$ cat config.mk
export PLATFORM = sky130hd
export DESIGN_NAME = traffic_light_fsm
export DESIGN_NICKNAME = d
export VERILOG_FILES = /design/src/rtl/traffic_pkg.sv /design/src/rtl/traffic_light_fsm_interval_timer.sv /design/src/rtl/traffic_light_fsm.sv
export SDC_FILE = /design/constraint.sdc
export NUM_CORES = 1
export LEC_CHECK = 0
export ABC_AREA = 1
export BUFFER_PORTS_ARGS = -buffer_cell sky130_fd_sc_hd__buf_2
export CAP_MARGIN = 20
export CORE_ASPECT_RATIO = 1.4
export CORE_MARGIN = 4
export CORE_UTILIZATION = 25
export CTS_BUF_LIST = sky130_fd_sc_hd__clkbuf_16
export CTS_CLUSTER_DIAMETER = 40
export DETAILED_ROUTE_END_ITERATION = 8
export PLACE_DENSITY = 0.51
export SYNTH_ARGS = -nofsm -noshare
export SYNTH_HDL_FRONTEND = slang
export SYNTH_SLANG_ARGS = --single-unit
export TNS_END_PERCENT = 1
$ cat constraint.sdc
create_clock -name clk -period 1.7 [get_ports clk]
set_input_delay 0.34 -clock clk [delete_from_list [all_inputs] [get_ports clk]]
set_output_delay 0.34 -clock clk [all_outputs]
set_load 0.01 [all_outputs]
$ cat src/rtl/traffic_pkg.sv
// Shared types and constants for the intersection sequencing controller.
package traffic_pkg;

   typedef enum logic [2:0] {
      MAIN_GRN_BASE,
      MAIN_GRN_EXT,
      MAIN_YEL,
      WALK,
      SIDE_GRN_BASE,
      SIDE_GRN_EXT,
      SIDE_YEL
   } state_t;

   localparam logic [1:0] INT_BASE = 2'b00;
   localparam logic [1:0] INT_EXT  = 2'b01;
   localparam logic [1:0] INT_YEL  = 2'b10;

   localparam logic [2:0] LAMP_R = 3'b100;
   localparam logic [2:0] LAMP_Y = 3'b010;
   localparam logic [2:0] LAMP_G = 3'b001;

   function automatic logic [1:0] interval_of(input state_t s);
      case (s)
         MAIN_GRN_BASE, SIDE_GRN_BASE: interval_of = INT_BASE;
         MAIN_YEL, SIDE_YEL:           interval_of = INT_YEL;
         default:                      interval_of = INT_EXT;
      endcase
   endfunction

   function automatic logic [2:0] main_of(input state_t s);
      case (s)
         MAIN_GRN_BASE, MAIN_GRN_EXT: main_of = LAMP_G;
         MAIN_YEL:                    main_of = LAMP_Y;
         default:                     main_of = LAMP_R;
      endcase
   endfunction

   function automatic logic [2:0] side_of(input state_t s);
      case (s)
         SIDE_GRN_BASE, SIDE_GRN_EXT: side_of = LAMP_G;
         SIDE_YEL:                    side_of = LAMP_Y;
         default:                     side_of = LAMP_R;
      endcase
   endfunction

endpackage

$ cat src/rtl/traffic_light_fsm_interval_timer.sv
// Phase down-counter: a loaded value of N expires on the Nth tick; 0 counts as 1.
module interval_timer #(
   parameter int CNT_W = 4
) (
   input  logic             clk,
   input  logic             reset,
   input  logic             load,
   input  logic [CNT_W-1:0] load_val,
   input  logic             tick,
   output logic             expired
);

   logic [CNT_W-1:0] cnt;

   assign expired = tick && (cnt <= CNT_W'(1));

   always_ff @(posedge clk) begin
      if (reset)
         cnt <= '0;
      else if (load)
         cnt <= (load_val == '0) ? CNT_W'(1) : load_val;
      else if (tick && !expired)
         cnt <= cnt - CNT_W'(1);
   end

endmodule

$ cat src/rtl/traffic_light_fsm.sv
// Intersection sequencer: phase FSM, walk latch, two-edge load delay and registered lamp decode.
module traffic_light_fsm
   import traffic_pkg::*;
#(
   parameter int CNT_W = 4
) (
   input  logic             clk,
   input  logic             reset_sync,
   input  logic             tick_1hz,
   input  logic             sensor_sync,
   input  logic             walk_req_sync,
   input  logic [CNT_W-1:0] tp_val,
   output logic [1:0]       interval,
   output logic [2:0]       main_lamps,
   output logic [2:0]       side_lamps,
   output logic             walk_lamp
);

   state_t     state, nxt;
   logic [1:0] ld_pipe;
   logic       walk_latch;
   logic       tick_en;
   logic       expired;

   // The store needs one edge to fetch tp_val for a new interval; ticks wait for the load.
   assign tick_en = tick_1hz && !(|ld_pipe) && !reset_sync;

   interval_timer #(.CNT_W(CNT_W)) u_timer (
      .clk      (clk),
      .reset    (reset_sync),
      .load     (ld_pipe[1]),
      .load_val (tp_val),
      .tick     (tick_en),
      .expired  (expired)
   );

   always_comb begin
      nxt = state;
      case (state)
         MAIN_GRN_BASE: nxt = sensor_sync ? MAIN_GRN_EXT : MAIN_YEL;
         MAIN_GRN_EXT:  nxt = MAIN_YEL;
         MAIN_YEL:      nxt = walk_latch ? WALK : SIDE_GRN_BASE;
         WALK:          nxt = SIDE_GRN_BASE;
         SIDE_GRN_BASE: nxt = sensor_sync ? SIDE_GRN_EXT : SIDE_YEL;
         SIDE_GRN_EXT:  nxt = SIDE_YEL;
         SIDE_YEL:      nxt = MAIN_GRN_BASE;
         default:       nxt = MAIN_GRN_BASE;
      endcase
   end

   always_ff @(posedge clk) begin
      if (reset_sync) begin
         state      <= MAIN_GRN_BASE;
         interval   <= INT_BASE;
         main_lamps <= LAMP_G;
         side_lamps <= LAMP_R;
         walk_lamp  <= 1'b0;
         walk_latch <= 1'b0;
         ld_pipe    <= 2'b01;
      end else begin
         ld_pipe <= {ld_pipe[0], 1'b0};
         // A request on the WALK entry edge survives so it is served next round.
         if (walk_req_sync)
            walk_latch <= 1'b1;
         else if (expired && nxt == WALK)
            walk_latch <= 1'b0;
         if (expired) begin
            state      <= nxt;
            interval   <= interval_of(nxt);
            main_lamps <= main_of(nxt);
            side_lamps <= side_of(nxt);
            walk_lamp  <= (nxt == WALK);
            ld_pipe    <= 2'b01;
         end
      end
   end

endmodule

======== Word level (Yosys, flattened, before mapping) ========
Index checks and enable logic that the tools add are counted.
W data, S select, Z words.
word-level totals
  register bits ........................... 19
  output and inout bits ................... 9
  logic and storage cells ................. 54
operators by class
  add/subtract/negate cells ............... 1
  $lt $le $gt $ge ......................... 1
  equality and inequality tests ........... 11
  mux-type cells .......................... 13
  reductions and logical operators ........ 19
operators with widths
  operator               count
  $pmux W3 S6            1
  $eq A3 B3 Y1 const B   5
  $eq A3 B2 Y1 const B   4
  $mux W4                3
  $pmux W3 S2            2
  $reduce_or A2 Y1       6
  $eq A3 B1 Y1 const B   2
  $logic_not A3 Y1       2
  $logic_and A1 B1 Y1    5
  $le A4 B1 Y1 const B   1
  $logic_not A4 Y1       1
  $mux W2                2
  $pmux W2 S2            1
  $reduce_bool A2 Y1     2
  $sub A4 B1 Y4 const B  1
  $logic_not A1 Y1       3
  $mux W1                3
  $mux W3                1

======== Logic depth before layout (Yosys ltp) ========
  depth in word-level cells ............... 9
  mapped depth ............................ 9
  gate-level depth less buffers ........... 9

======== Cells and area by module ========
A second synthesis with hierarchy kept.
second synthesis, totals
  cells, all modules ...................... 132
  area total of the unflattened synthesis .. 899.6 um^2
by module, submodules not included
  module             instances  cells an instance  area each (um^2)  sequential area each (um^2)
  traffic_light_fsm  1          77                 574.3             280.3
  interval_timer     1          55                 325.3             80.1

======== Worst setup path before layout ========
Ideal clock, no wire load.
  kind .................................... reg2reg
  from .................................... register u_timer.cnt[0]
  to ...................................... register u_timer.cnt[2]
  library setup time ...................... 0.113 ns
  arrival ................................. 1.234 ns
  path slack .............................. 0.354 ns
  cell stages (with the launch flop) ...... 9
  path buffers ............................ 0
  cells stage by stage .................... dfxtp_1 inv_1 ha_1 o21ai_2 nand2_2 nand2_2 nand2_1 nand2_1 nor2_1
between the ends
  longest elaborated chain between the ends .. 5
  elaborated cells between the ends (all ways) .. 8
  classes of those cells .................. add/sub: 1; order compare: 1; mux: 2; reduce/logical: 4
RTL lines
  element                       line                                    RTL
  from (decl)                   traffic_light_fsm_interval_timer.sv:13  logic [CNT_W-1:0] cnt;
  from (signal assigned)        traffic_light_fsm_interval_timer.sv:21  cnt <= (load_val == '0) ? CNT_W'(1) : load_val;
  from (signal assigned)        traffic_light_fsm_interval_timer.sv:23  cnt <= cnt - CNT_W'(1);
  $le A4 B1 Y1                  traffic_light_fsm_interval_timer.sv:15  assign expired = tick && (cnt <= CNT_W'(1));
  $logic_and A1 B1 Y1           traffic_light_fsm_interval_timer.sv:15
  $logic_not A1 Y1              traffic_light_fsm_interval_timer.sv:22  else if (tick && !expired)
  $logic_and A1 B1 Y1           traffic_light_fsm_interval_timer.sv:22
  $reduce_bool A2 Y1 (no line)  -
Parallel ways exist; a longest one is shown, timed or not. The select of a mux whose other input is x is not followed.
A chain may end at the register's enable or synchronous reset.

======== Worst setup path in the final report ========
  from .................................... register u_timer.cnt[0]
  to ...................................... register state[1]
between the ends
  longest elaborated chain between the ends .. 2
RTL lines
  element               line                                    RTL
  $le A4 B1 Y1          traffic_light_fsm_interval_timer.sv:15
  $logic_and A1 B1 Y1   traffic_light_fsm_interval_timer.sv:15
  to (signal assigned)  traffic_light_fsm.sv:68                 state <= nxt;
  to (decl)             traffic_light_fsm.sv:19                 state_t state, nxt;
Every way passes these cells.

==> run metrics <==
main combinational cell family by area after synthesis simple AND/OR/NAND/NOR gates; Fmax roughly 670 MHz; total power 0.00115 W; crit start category register; CP arrival 1630 ps; pwr/cell area 990 nW/µm²; crit-path cells inv_1 -> ha_1 -> nor2_1 -> nor2_2 -> nand2_2 -> nand2_1 -> o21ai_0; clk sink count 19; grt ovf 0; Area Growth Syn to Fin 20.3%; slowest CP cell dfxtp_1; Num CTS Buffers 3; Post-Syn Nets between 100 and 150; maximum VDD drop 0.530 mV; simple-gate share of the synthesized area 0.367; first-pass GRT wire length 3410 µm; min-delay worst type in2reg; Adder-Cell Fraction of Synth Area 0.0260; final wirelength 1990 µm; Final GP Congestion 0.773; # setup viols final 0; number of remaining DRC errors 0; final setup TNS 0 ps; via/cell ratio 4.40; synthesized area per cell 7.18 µm²; Setup Buffers After CTS 0; worst-skew pair later-pin latency 250 ps; period utilization 0.879; Root Driver clkbuf_16; filler instances 405; Compound-Gate Fraction of Synth Area 0.117; Initial Utilization 0.262; initial antenna violation count 0; most frequent cells in the layout 33 x nand2_1, 23 x nor2_1, 19 x dfxtp_1, 17 x buf_2, 13 x inv_1; core outline area 3680 µm²; Yosys top cell area share 0.395; leakage power 0.542 nW; layout cells sized above 1 0.255; CTS tree built; CP Data Required Time 1830 ps; largest net degree at the start of global routing 12; XOR/XNOR share of the synthesized area 0; Ports 18; die area slightly below 5000 µm²; top cells by area, synth dfxtp_1 40%, nand2_1 13%, nor2_1 9.0%, nand3_1 5.7%, inv_1 5.1%; Ant. Diodes 0; number of global-route vias before repair 800; CP max stage delay 320 ps; Worst-path clk slew 50 ps; YS warnings 0; DRT Pass-1 Iters 4; Final Critical Period about 1500 ps; Port Buffers 17; Storage cell area 380 µm²; CP Class reg2reg; crit-path max FO 11; ANT nets after route 0; most common cell after layout, fill and taps aside nand2_1; drt first-iter violations 39; relative slew slack 0.804; die height roughly 81 µm; post-synthesis cell count approximately 130; Worst setup EP type register; number of max-cap violations 0; Hold Fails Final Rpt 0; post-DP HPWL 1600 µm; skew final 4.58 ps; register area share after synthesis 0.395; routed length per instance around 10 µm; outcome completed; clock buffer depth 2; Cell Area, Synth a little under 1000 µm²; Placement Rows 26; Via Count about 860; area leader, netlist dfxtp_1; FF+latch count, synth 19; post-synthesis cell type count 19; H-tree depth 1; Final Max Slew Viols 0; post-CTS sizing 0; Nets 165; die width 60.4 µm; multi-input combinational cell area 490 µm²; multiplexer area fraction after synthesis 0; RSZ-0062 raised after global routing no; Worst-Margin Slew 295 ps; cts hold-fix bufs 0; Tot GR Track Use 0.0906
-- critical path: cells and delay by family (launching register included) --
| kind | cells | cell delay, ps |
|---|---|---|
| fa+ha+maj | 1 | 240 |
| compound gates | 1 | 90 |
| buf+inv | 1 | 120 |
| simple gates | 4 | 620 |
| flops | 1 | 320 |
-- cell usage after synthesis --
cell type and n:
o21ai_2 2, inv_2 1, dfxtp_1 19, ha_1 2, inv_1 13, a21oi_1 7
o22ai_2 1, o21ai_0 5, nand3_1 11, nor2_1 23, o21ai_1 1, nand2_2 7
nor2_2 2, a21oi_2 2, nor2_8 1, buf_6 2, nor2_4 1, clkinv_8 1
nand2_1 33
-- routing by layer --
metal	global-route usage	routed length, µm
met2	0.150	978
met3	0.0302	116
met4	0.0325	27
met1	0.107	868
met5	0	0
-- power by group --
part / internal (W) / switching, W / leakage [nW]
clock: 0.000315 / 0.000156 / 0.0409
combinational: 0.0000665 / 0.000120 / 0.346
sequential: 0.000470 / 0.0000186 / 0.155
total: 0.000851 / 0.000295 / 0.542
-- sequential cells by signal, summed over array words and instances, names as in the netlist --
signal	count
side_lamps	3
walk_lamp	1
main_lamps	3
interval	2
u_timer.cnt	4
ld_pipe	2
state	3
walk_latch	1
-- cells by family after synthesis --
logic type | Yosys count
AO/OA/AOI/OAI | 18
adder cells (fa/ha/maj) | 2
buffers and inverters | 17
flip-flops | 19
AND/OR/NAND/NOR | 78
-- path summary, 6_finish.rpt --
kind                            slack [ps]           start  depth (start not counted)    endpoint
worst max register to register         210  u_timer.cnt[0]                          7    state[1]
worst max-delay path                   210  u_timer.cnt[0]                          7    state[1]
worst min-delay path                   310   walk_req_sync                          3  walk_latch
worst min register to register         470       walk_lamp                          2   walk_lamp
-- final cells by class --
| cell class | instances | area share |
|---|---|---|
| clock buffers | 3 | 0.0649 |
| clock inverters | 1 | 0.00432 |
| inverters | 15 | 0.0595 |
| multi-input cells | 98 | 0.424 |
| flip-flops and latches | 19 | 0.329 |
| well taps | 42 | 0.0454 |
| repair buffers | 17 | 0.0735 |
-- metrics by stage --
stage	instances	util	hold slack, ps	worst slack, ps	cell area (µm²)
after CTS	195	0.315	312	205	1160
after detailed placement	191	0.293	460	196	1080
after global routing	195	0.315	340	87.5	1160
after floorplan	134	-	448	354	962
after global placement	191	0.293	469	269	1080
final	195	0.315	308	206	1160
Power figures use the tool's default switching activity.
